<file path="src/rtl/mul_red_sched.sv">
// mul_red_sched: round-robin sharing of one mul_Red_0 multiplier between two requesters,
// with sel_a flush gaps, mode alignment at the multiplier output and tagged result return.
module mul_red_sched #(
    parameter int MR_LAT  = 5,
    parameter int SEL_GAP = 3,
    parameter int DW      = 24
) (
    input  logic          clk,
    input  logic          rst,
    input  logic          req0_valid,
    output logic          req0_ready,
    input  logic [DW-1:0] req0_a,
    input  logic [DW-1:0] req0_w,
    input  logic          req0_mode,
    input  logic [1:0]    req0_sel,
    input  logic          req1_valid,
    output logic          req1_ready,
    input  logic [DW-1:0] req1_a,
    input  logic [DW-1:0] req1_w,
    input  logic          req1_mode,
    input  logic [1:0]    req1_sel,
    output logic [DW-1:0] mr_A,
    output logic [DW-1:0] mr_w,
    output logic [1:0]    mr_sel_a,
    output logic          mr_mode,
    input  logic [DW-1:0] mr_result,
    output logic          rsp0_valid,
    output logic [DW-1:0] rsp0_data,
    output logic          rsp1_valid,
    output logic [DW-1:0] rsp1_data,
    output logic          busy
);
    localparam int GW = $clog2(SEL_GAP + 1);

    logic [GW-1:0]   gap_cnt;
    logic            rr;
    logic [MR_LAT:0] pv, pp;
    logic [MR_LAT-1:0] pm;
    logic            grant0, grant1, sel_change, hs;
    logic [1:0]      gsel;

    always_comb begin
        grant1     = req1_valid && (!req0_valid || rr);
        grant0     = req0_valid && !grant1;
        gsel       = grant1 ? req1_sel : req0_sel;
        sel_change = (req0_valid || req1_valid) && gsel != mr_sel_a;
        req0_ready = grant0 && gap_cnt == '0 && !sel_change;
        req1_ready = grant1 && gap_cnt == '0 && !sel_change;
        hs         = req0_ready || req1_ready;
        busy       = |pv || rsp0_valid || rsp1_valid || gap_cnt != '0;
    end

    // Stage 0 rides alongside mr_A; stage MR_LAT lines up with mr_result.
    always_ff @(posedge clk or negedge rst) begin
        if (!rst) begin
            mr_A       <= '0;
            mr_w       <= '0;
            mr_sel_a   <= '0;
            mr_mode    <= 1'b0;
            rsp0_valid <= 1'b0;
            rsp0_data  <= '0;
            rsp1_valid <= 1'b0;
            rsp1_data  <= '0;
            gap_cnt    <= '0;
            rr         <= 1'b0;
            pv         <= '0;
            pp         <= '0;
            pm         <= '0;
        end else begin
            if (sel_change) begin
                mr_sel_a <= gsel;
                gap_cnt  <= GW'(SEL_GAP);
            end else if (gap_cnt != '0) begin
                gap_cnt <= gap_cnt - 1'b1;
            end
            if (hs) begin
                mr_A <= grant1 ? req1_a : req0_a;
                mr_w <= grant1 ? req1_w : req0_w;
                rr   <= grant0;
            end
            pv <= {pv[MR_LAT-1:0], hs};
            pp <= {pp[MR_LAT-1:0], grant1};
            pm <= {pm[MR_LAT-2:0], grant1 ? req1_mode : req0_mode};
            // The multiplier applies mode at its output mux, so mode follows the op into the last stage.
            if (pv[MR_LAT-1]) mr_mode <= pm[MR_LAT-1];
            rsp0_valid <= pv[MR_LAT] && !pp[MR_LAT];
            rsp1_valid <= pv[MR_LAT] && pp[MR_LAT];
            if (pv[MR_LAT] && !pp[MR_LAT]) rsp0_data <= mr_result;
            if (pv[MR_LAT] && pp[MR_LAT]) rsp1_data <= mr_result;
        end
    end
endmodule
</file>
<file path="config.mk">
export PLATFORM = sky130hd
export DESIGN_NAME = mul_red_sched
export DESIGN_NICKNAME = d
export VERILOG_FILES = /design/src/rtl/mul_red_sched.sv
export SDC_FILE = /design/constraint.sdc
export NUM_CORES = 1
export LEC_CHECK = 0
export ABC_AREA = 1
export CAP_MARGIN = 40
export CELL_PAD_IN_SITES_DETAIL_PLACEMENT = 1
export CELL_PAD_IN_SITES_GLOBAL_PLACEMENT = 1
export CORE_UTILIZATION = 30
export CTS_CLUSTER_DIAMETER = 50
export DETAILED_ROUTE_END_ITERATION = 8
export PLACE_DENSITY = 0.91
export SYNTH_ARGS = -nofsm -noshare
export SYNTH_HDL_FRONTEND = slang
export SYNTH_SLANG_ARGS = --single-unit
export TNS_END_PERCENT = 50
</file>
<file path="constraint.sdc">
create_clock -name clk -period 2.09 [get_ports clk]
set_input_delay 0.209 -clock clk [delete_from_list [all_inputs] [get_ports clk]]
set_output_delay 0.209 -clock clk [all_outputs]
set_load 0.005 [all_outputs]
</file>
==> impl_metrics.env <==
export IMPL_hpwl_um=12870
export IMPL_nNetsFinal=1001
export IMPL_fmax_ghz=0.5104
export IMPL_cts_sinks=121
export IMPL_powerDensity_nw_per_um2=1240
export IMPL_worst_setup_path_type="reg -> out"
export IMPL_yosys_area_top_type_share=0.5735
export IMPL_slew_viol_final=0
export IMPL_synthCells=633
export IMPL_grt_pass1_wl_um=27510
export IMPL_cts_buffer_depth=2
export IMPL_drt_iter0_drc=137
export IMPL_nFillCells=2016
export IMPL_placed_cell_area_um2=7951
export IMPL_rows=48
export IMPL_p_total_mw=10.66
export IMPL_synth_net_count=764
export IMPL_p_switching_mw=3.209
export IMPL_die_area_um2=18130
export IMPL_synth_top_cell_by_area="dfrtp_1"
export IMPL_relSlewSlack=0.6188
export IMPL_syn_cell_area_um2=5280
export IMPL_finalSetupViolations=0
export IMPL_wl_per_cell_um=15.78
export IMPL_vias=5140
export IMPL_core_area_um2=17240
export IMPL_layout_drive_gt1_share=0.07928
export IMPL_leakage_nw=4.271
export IMPL_crit_path_end_kind="output pin"
export IMPL_setup_worst_path_start_class="flop"
export IMPL_multi_input_area_um2=1947
export IMPL_seq_power_share=0.361
export IMPL_fin_skew_ns=0.008199
export IMPL_whs_ns=0.3247
export IMPL_internal_power_mw=7.452
export IMPL_final_cell_area_um2=8598
export IMPL_synth_avg_cell_area_um2=8.341
export IMPL_postRouteAntennaNets=0
export IMPL_routabilityCongestion=0.7940
export IMPL_grt_setup_unrepaired="false"
export IMPL_io_buffers=233
export IMPL_r2r_slack_ns=0.14
export IMPL_cts_buffers_inserted=17
export IMPL_p_clk_frac=0.281
export IMPL_initial_core_util=0.3063
export IMPL_critPathMaxFanout=5
export IMPL_combPwrFrac=0.358
export IMPL_io_pin_count=234
export IMPL_period_needed_ns=1.959
export IMPL_via_per_inst=4.639
export IMPL_clk_latency_ns=0.41
export IMPL_ys_ff_latch=121
export IMPL_cts_tree="built"
export IMPL_status="completed"
export IMPL_drc_errors=0
export IMPL_root_buffer="clkbuf_16"
export IMPL_cp_data_arrival_time_ns=1.75
export IMPL_ir_drop_mv=0.5100
export IMPL_synth_cell_types=22
export IMPL_antenna_found_initial=0
export IMPL_grt_max_degree=51
export IMPL_fin_util=0.4988
export IMPL_fin_crit_sh=0.9375
export IMPL_ys_seq_area_frac=0.5735
export IMPL_die_h_um=134.7
export IMPL_first_global_vias=5391
export IMPL_n_antenna_cell=0
export IMPL_ys_top_cells_by_area="dfrtp_1 (57%), nand2_1 (22%), o211ai_1 (7.0%)"
export IMPL_switching_share=0.3010
export IMPL_htree_levels=4
export IMPL_ys_warn_count=0
export IMPL_firstDrtPassIters=4
export IMPL_grt_usage=0.1978
export IMPL_die_w_um=134.7
export IMPL_gr_total_overflow=0
export IMPL_critPathRequiredTime_ns=1.88
export IMPL_clk_transition_reported_paths_ns=0.06
export IMPL_drv_cap=0
export IMPL_area_growth_synth_to_final_pct=62.84
export IMPL_seq_area_um2=3028
export IMPL_min_path_type="in -> async"
export IMPL_worst_pin_slew_ns=0.5705
export IMPL_hold_viol=0
export IMPL_routed_wl_um=17480
==> worst max-delay path, stage by stage, from the launching register on <==
cell	delay, ns
dfrtp_1	0.40
inv_2	0.09
nand2_4	0.07
nand2_4	0.08
nand2_1	0.07
nand2_1	0.08
nand2_1	0.06
nand2_1	0.07
nand2_1	0.07
nand2_2	0.08
nand2_1	0.08
inv_1	0.06
clkbuf_2	0.12
==> synth_stat cells (all sizes together) <==
cell and instances:
nand3b 1, o21ai 51, mux2 1, ha 1, nor2 5, buf 16
clkbuf 24, nor3 1, nand3 8, nor4 1, o211ai 49, nand2 312
inv 42, dfrtp 121
==> sequential cells by signal, indices dropped and copies added (netlist names) <==
| signal | count |
|---|---|
| rsp0_valid | 1 |
| pp | 6 |
| rsp1_valid | 1 |
| mr_A | 24 |
| rsp0_data | 24 |
| rsp1_data | 24 |
| rr | 1 |
| mr_mode | 1 |
| mr_sel_a | 2 |
| gap_cnt | 2 |
| pm | 5 |
| mr_w | 24 |
| pv | 6 |
==> power groups by stage <==
stage | clock [mW] | sequential (mW) | combinational, mW
2_1_floorplan | 0 | 3.87 | 1.10
3_3_place_gp | 0 | 3.82 | 3.67
3_5_place_dp | 0 | 3.88 | 3.82
4_1_cts | 3.08 | 3.87 | 3.86
5_1_grt | 3.19 | 3.96 | 4.21
6_report | 2.99 | 3.85 | 3.82
==> what timing repair did <==
action | 4_1_cts | 5_1_grt
buffers inserted | 1 | 2
endpoints found under the hold margin | 36 | 0
cloned | 0 | 0
endpoints found under the setup margin | 3 | 44
resized for setup | 7 | 6
hold buffers | 1 | 0
==> cell families after synthesis <==
group,count (synthesis),synth area share
flip-flops,121,0.5735
adder cells (fa/ha/maj),1,0.002369
AO/OA/AOI/OAI,100,0.1187
AND/OR/NAND/NOR,328,0.2398
buffers and inverters,82,0.06351
multiplexers,1,0.002133
==> per-layer routing <==
metal / vias to the layer above / global-route usage / routed length (um)
met5: - / 0 / 0
met4: 0 / 0.08926 / 478
met3: 32 / 0.06006 / 1357
met2: 196 / 0.3385 / 8582
met1: 2425 / 0.2269 / 7065
li1: 2487 / - / -
==> worst paths after layout <==
path / from / to / cells past startpoint
worst max-delay path: rr / req0_ready / 12
min in group clk: pm[2] / pm[3] / 0
worst max register to register: rr / mr_A[7] / 12
worst min register to register: pm[2] / pm[3] / 0
max in group asynchronous: rst / pp[2] / 3
worst min-delay path: rst / rsp1_data[2] / 2
==> layout make-up <==
cell class | instances | area share
Timing Repair Buffer | 258 | 0.2995
Tap cell | 225 | 0.03274
Sequential cell | 121 | 0.3522
Clock inverter | 13 | 0.01935
Clock buffer | 19 | 0.05151
Multi-Input combinational cell | 430 | 0.2264
Inverter | 42 | 0.01834
==> placed cells by master, fill, tap and decap left out, drive strengths merged <==
cell,Yosys,routed
inv,42,46
clkdlybuf4s50,0,229
o211ai,49,49
clkinvlp,0,3
ha,1,1
dfrtp,121,121
nand3b,1,1
dlygate4sd3,0,1
buf,16,25
o21ai,51,51
nor4,1,1
nand3,8,8
clkinv,0,3
dlygate4sd2,0,1
nor2,5,5
bufinv,0,3
mux2,1,1
clkbuf,24,21
nand2,312,312
nor3,1,1
==> metrics by stage <==
step / TNS (ns) / worst slack (ns) / std cells
2_1_floorplan: 0 / 0.4681 / 633
3_3_place_gp: -2.366 / -0.05528 / 1072
3_5_place_dp: -5.644 / -0.1309 / 1072
4_1_cts: 0 / 0.02592 / 1106
5_1_grt: 0 / 0.004405 / 1108
6_report: 0 / 0.1307 / 1108
Note: power is estimated with default switching activity, not from simulation.
